===== src/rtl/cfu_mac_sequencer.sv =====
// CFU command initiator: SET_OFFSET, CLEAR, then LEN MAC commands fed from an
// operand stream; the CFU's final accumulator is returned on a result handshake.
module cfu_mac_sequencer #(
    parameter int unsigned LEN_W = 16
) (
    input  logic             clk,
    input  logic             reset,
    input  logic             start,
    input  logic [31:0]      start_offset,
    input  logic [LEN_W-1:0] start_len,
    output logic             busy,
    input  logic             in_valid,
    output logic             in_ready,
    input  logic [31:0]      in_filter,
    input  logic [31:0]      in_act,
    output logic             res_valid,
    input  logic             res_ready,
    output logic [31:0]      res_data,
    output logic             cmd_valid,
    input  logic             cmd_ready,
    output logic [9:0]       cmd_payload_function_id,
    output logic [31:0]      cmd_payload_inputs_0,
    output logic [31:0]      cmd_payload_inputs_1,
    input  logic             rsp_valid,
    output logic             rsp_ready,
    input  logic [31:0]      rsp_payload_outputs_0
);

    localparam logic [9:0] FID_SET_OFFSET = {7'd2, 3'd3};
    localparam logic [9:0] FID_CLEAR      = {7'd1, 3'd3};
    localparam logic [9:0] FID_MAC        = {7'd0, 3'd3};

    typedef enum logic [3:0] {
        IDLE,
        OFS_CMD,
        OFS_RSP,
        CLR_CMD,
        CLR_RSP,
        MAC_FETCH,
        MAC_CMD,
        MAC_RSP,
        DONE
    } state_t;

    state_t           state_q, state_d;
    logic [LEN_W-1:0] len_q, len_d;
    logic [LEN_W-1:0] count_q, count_d;
    logic             busy_q, busy_d;
    logic             cmd_valid_q, cmd_valid_d;
    logic [9:0]       fid_q, fid_d;
    logic [31:0]      in0_q, in0_d;
    logic [31:0]      in1_q, in1_d;
    logic             res_valid_q, res_valid_d;
    logic [31:0]      res_data_q, res_data_d;

    // One bit wider than len so the final-command test cannot alias on wrap.
    logic [LEN_W:0]   count_inc;
    assign count_inc = {1'b0, count_q} + {{LEN_W{1'b0}}, 1'b1};

    always_comb begin
        state_d     = state_q;
        len_d       = len_q;
        count_d     = count_q;
        cmd_valid_d = cmd_valid_q;
        fid_d       = fid_q;
        in0_d       = in0_q;
        in1_d       = in1_q;
        res_valid_d = res_valid_q;
        res_data_d  = res_data_q;

        unique case (state_q)
            IDLE: begin
                if (start) begin
                    len_d       = start_len;
                    count_d     = '0;
                    fid_d       = FID_SET_OFFSET;
                    in0_d       = start_offset;
                    in1_d       = '0;
                    cmd_valid_d = 1'b1;
                    state_d     = OFS_CMD;
                end
            end
            OFS_CMD: begin
                if (cmd_ready) begin
                    cmd_valid_d = 1'b0;
                    state_d     = OFS_RSP;
                end
            end
            OFS_RSP: begin
                if (rsp_valid) begin
                    fid_d       = FID_CLEAR;
                    in0_d       = '0;
                    in1_d       = '0;
                    cmd_valid_d = 1'b1;
                    state_d     = CLR_CMD;
                end
            end
            CLR_CMD: begin
                if (cmd_ready) begin
                    cmd_valid_d = 1'b0;
                    state_d     = CLR_RSP;
                end
            end
            CLR_RSP: begin
                if (rsp_valid) begin
                    if (len_q == '0) begin
                        res_data_d  = rsp_payload_outputs_0;
                        res_valid_d = 1'b1;
                        state_d     = DONE;
                    end else begin
                        state_d = MAC_FETCH;
                    end
                end
            end
            MAC_FETCH: begin
                if (in_valid) begin
                    fid_d       = FID_MAC;
                    in0_d       = in_filter;
                    in1_d       = in_act;
                    cmd_valid_d = 1'b1;
                    state_d     = MAC_CMD;
                end
            end
            MAC_CMD: begin
                if (cmd_ready) begin
                    cmd_valid_d = 1'b0;
                    state_d     = MAC_RSP;
                end
            end
            MAC_RSP: begin
                if (rsp_valid) begin
                    count_d = count_inc[LEN_W-1:0];
                    if (count_inc == {1'b0, len_q}) begin
                        res_data_d  = rsp_payload_outputs_0;
                        res_valid_d = 1'b1;
                        state_d     = DONE;
                    end else begin
                        state_d = MAC_FETCH;
                    end
                end
            end
            DONE: begin
                if (res_ready) begin
                    res_valid_d = 1'b0;
                    state_d     = IDLE;
                end
            end
            default: state_d = IDLE;
        endcase

        busy_d = (state_d != IDLE);
    end

    always_ff @(posedge clk) begin
        if (reset) begin
            state_q     <= IDLE;
            len_q       <= '0;
            count_q     <= '0;
            busy_q      <= 1'b0;
            cmd_valid_q <= 1'b0;
            fid_q       <= '0;
            in0_q       <= '0;
            in1_q       <= '0;
            res_valid_q <= 1'b0;
            res_data_q  <= '0;
        end else begin
            state_q     <= state_d;
            len_q       <= len_d;
            count_q     <= count_d;
            busy_q      <= busy_d;
            cmd_valid_q <= cmd_valid_d;
            fid_q       <= fid_d;
            in0_q       <= in0_d;
            in1_q       <= in1_d;
            res_valid_q <= res_valid_d;
            res_data_q  <= res_data_d;
        end
    end

    assign busy                    = busy_q;
    assign cmd_valid               = cmd_valid_q;
    assign cmd_payload_function_id = fid_q;
    assign cmd_payload_inputs_0    = in0_q;
    assign cmd_payload_inputs_1    = in1_q;
    assign res_valid               = res_valid_q;
    assign res_data                = res_data_q;
    assign in_ready                = (state_q == MAC_FETCH);
    assign rsp_ready               = (state_q == OFS_RSP) || (state_q == CLR_RSP) || (state_q == MAC_RSP);

endmodule


===== config.mk =====
export PLATFORM = sky130hd
export DESIGN_NAME = cfu_mac_sequencer
export DESIGN_NICKNAME = d
export VERILOG_FILES = /design/src/rtl/cfu_mac_sequencer.sv
export SDC_FILE = /design/constraint.sdc
export NUM_CORES = 1
export LEC_CHECK = 0
export CAP_MARGIN = 0
export CORE_MARGIN = 4
export CORE_UTILIZATION = 45
export CTS_CLUSTER_SIZE = 20
export DETAILED_ROUTE_END_ITERATION = 16
export PLACE_DENSITY_LB_ADDON = 0.2
export REMOVE_ABC_BUFFERS = 1
export SLEW_MARGIN = 5
export SYNTH_ARGS = -nofsm -noshare
export SYNTH_HDL_FRONTEND = slang
export SYNTH_SLANG_ARGS = --single-unit

===== constraint.sdc =====
create_clock -name clk -period 3.5 [get_ports clk]
set_input_delay 0.7 -clock clk [delete_from_list [all_inputs] [get_ports clk]]
set_output_delay 0.7 -clock clk [all_outputs]
set_load 0.01 [all_outputs]

==> impl_metrics.ini <==
[status]
outcome = finished, final reports clean

[power]
total_power_uw = 4260
ir_worst_vdd_v = 0.000376
power_frac_comb_pct = 17.0
switchingPower_uw = 1120
power_frac_clock_pct = 43.0
p_leak_uw = 0.00370
powerDensity_nw_per_um2 = 420
seq_power_share_pct = 40.0
p_sw_share_pct = 26.3
intPower_uw = 3140

[place]
hpwl_um = 15500
gp_congestion = 0.895
dp_slack_ns = 0.467
io_buffers = 255

[sta]
fin_hold_ws_ns = 0.449
max_freq_mhz = 329
finalMaxSlewViolations = 0
fin_setup_tns_ns = 0
tightestPinTransition_ns = 0.703
finalCriticalPeriod_ns = 3.04
fin_worst_skew_ns = 0.00622
rsz0062_at_grt = false
post-route-period-util_pct = 86.8
final_hold_viol_count = 0
slew_headroom_pct = 53.2
worst_slack_ns = 0.463
setup_viol = 0

[routing]
wire_per_inst_um = 16.6
route.detailed.drc = 0
vias = 7478
routed_via_density = 5.54
drt-initial-drc-count = 485
drt-pass1-iter-count = 5
wl_um = 22400
postRouteAntennaNets = 0

[setup_path]
path_class = flip-flop to flip-flop
critPathMaxStageDelay_ns = 0.63
crit_fanout = 65
start_kind = flip-flop
slowest_stage = or4_1
arrival_ns = 3.33
end_kind = flip-flop
crit_chain = nand4_4, or4_1, mux2i_1, or4_4, nor4_4, buf_12, o311ai_1
crit_required_ns = 3.79

[cts]
htree_levels = 4
cts_resized = 0
postCtsSetupBuffers = 0
cts_root_buf = clkbuf_16
cts_tree = yes
clk_path_buf_depth = 2
cts_made_buffers = 17
clk_latency_ns = 0.42
cts_sinks = 138
postCtsHoldBufs = 0
clkSlewWorstSetupHoldPaths_ns = 0.06

[die]
ioPinCount = 262
die_x_um = 133
start_util_pct = 46.0
core_sq_um = 15200
die_h_um = 133
rows = 45
die_area_sq_um = 17600

[layout]
layout.nets = 1300
drive_gt1_share_pct = 5.25
final_common_cell = clkdlybuf4s50_1
area_delta_synth_final_pct = 45.2
finish.utilization_pct = 66.8
fillers = 1327
final_cell_mix = clkdlybuf4s50_1, nand2_1, dfxtp_1

[synth]
synth_enable_flop_cells = 0
ys_ff_latch = 138
synth_cells = 952
synth-main-ff-cell = dfxtp_1
async_flop_share_pct = 0
synth_seq_area_share_pct = 39.5
synth_warnings = 0
yosys.area.top_type_share_pct = 39.5
syn_area_per_cell_sq_um = 7.35
synth_area_sq_um = 7000
yosysTopAreaCell = dfxtp_1
synth_cell_type_count = 57
synthTopCellsByArea = dfxtp_1, nand2_1, a21oi_1, nor2_1, nand3_1

[grt]
grtUsageTotal_pct = 24.9
antenna_found_initial = 2
grt-ovfl-total = 0
grt_pass1_wl_um = 35700
first_global_vias = 7145
grt_max_degree = 67

[hold_path]
min_path_type = flip-flop to flip-flop

[run]
maxCapViolCount = 0
-- sequential cells by signal, indices dropped and copies added (netlist names) --
register	flops
cmd_payload_inputs_0	32
cmd_payload_inputs_1	32
res_data	32
count_q	16
len_q	16
state_q	4
cmd_payload_function_id	3
busy	1
cmd_valid	1
res_valid	1
-- synthesized netlist by cell type, drive strengths merged, types with 2 or more instances --
cell,number
inv,7
nor2,97
nor3b,3
nand2b,5
and2,2
a311oi,36
and4,3
o311ai,32
buf,29
xnor2,9
or4,4
a211oi,4
a31oi,9
o211ai,2
xor2,6
mux2i,2
or3b,2
clkbuf,70
nand4,8
o21ai,23
nand3,70
nor4,8
or2,3
nand2,190
or3,6
nor3,11
and3,36
a21oi,106
o2111ai,2
nand3b,3
nor2b,8
dfxtp,138
o21a,2
-- layer usage --
| layer | global-route usage, % | vias to the layer above | part of all wire [%] |
|---|---|---|---|
| met5 | 0 | - | 0 |
| met4 | 9.76 | 0 | 2.9 |
| met3 | 11.7 | 44 | 9.7 |
| met2 | 41.1 | 251 | 48 |
| met1 | 27.9 | 3425 | 39 |
| li1 | - | 3758 | - |
-- metrics by stage --
step,cells,cell area [sq um]
after CTS,1349,10200
final,1351,10200
after global placement,1317,9550
after floorplan,858,6580
after global routing,1351,10200
after detailed placement,1317,9550
-- power by group through the flow --
stage	clock network (uW)	registers [uW]	logic (uW)
3_5_place_dp	0	1740	726
4_1_cts	1860	1710	730
5_1_grt	1930	1720	793
3_3_place_gp	0	1740	723
6_report	1830	1710	726
2_1_floorplan	0	1760	269
-- final timing paths --
path	from	end	slack (ns)	cells after the start
setup / recovery	count_q[4]	res_data[1]	0.46	7
hold / removal	cmd_payload_inputs_1[22]	cmd_payload_inputs_1[22]	0.45	2
setup reg to reg	count_q[4]	res_data[1]	0.46	7
hold reg to reg	cmd_payload_inputs_1[22]	cmd_payload_inputs_1[22]	0.45	2
-- area by class of cell --
class	instances	area, sq um	share of cell area [%]
well taps	188	235	2.32
inverters	7	26.3	0.259
repair buffers	271	2710	26.7
multi-input cells	713	3810	37.6
clock inverters	12	139	1.37
clock buffers	20	467	4.60
diodes	2	5.00	0.0493
flip-flops and latches	138	2760	27.2
-- kinds of logic (layout without fill, tap and decap cells) --
| family | Yosys count | in the layout | synth area share, % |
|---|---|---|---|
| flip-flops | 138 | 138 | 39.5 |
| buffers and inverters | 106 | 310 | 6.64 |
| AO/OA/AOI/OAI | 226 | 226 | 20.9 |
| AND/OR/NAND/NOR | 462 | 462 | 30.5 |
| other | 1 | 8 | 0.0536 |
| adder cells (fa/ha/maj) | 1 | 1 | 0.179 |
| multiplexers | 3 | 3 | 0.447 |
| XOR/XNOR | 15 | 15 | 1.88 |
-- worst max-delay path: cells and delay by family, from the launching register on --
kind	cells	cell delay (ns)
muxes	1	0.15
AOI/OAI and AO/OA	1	0.16
and+or+nand+nor	4	1.72
buffers and inverters	1	0.29
DFF	1	0.56
Note: power is estimated with default switching activity, not from simulation.
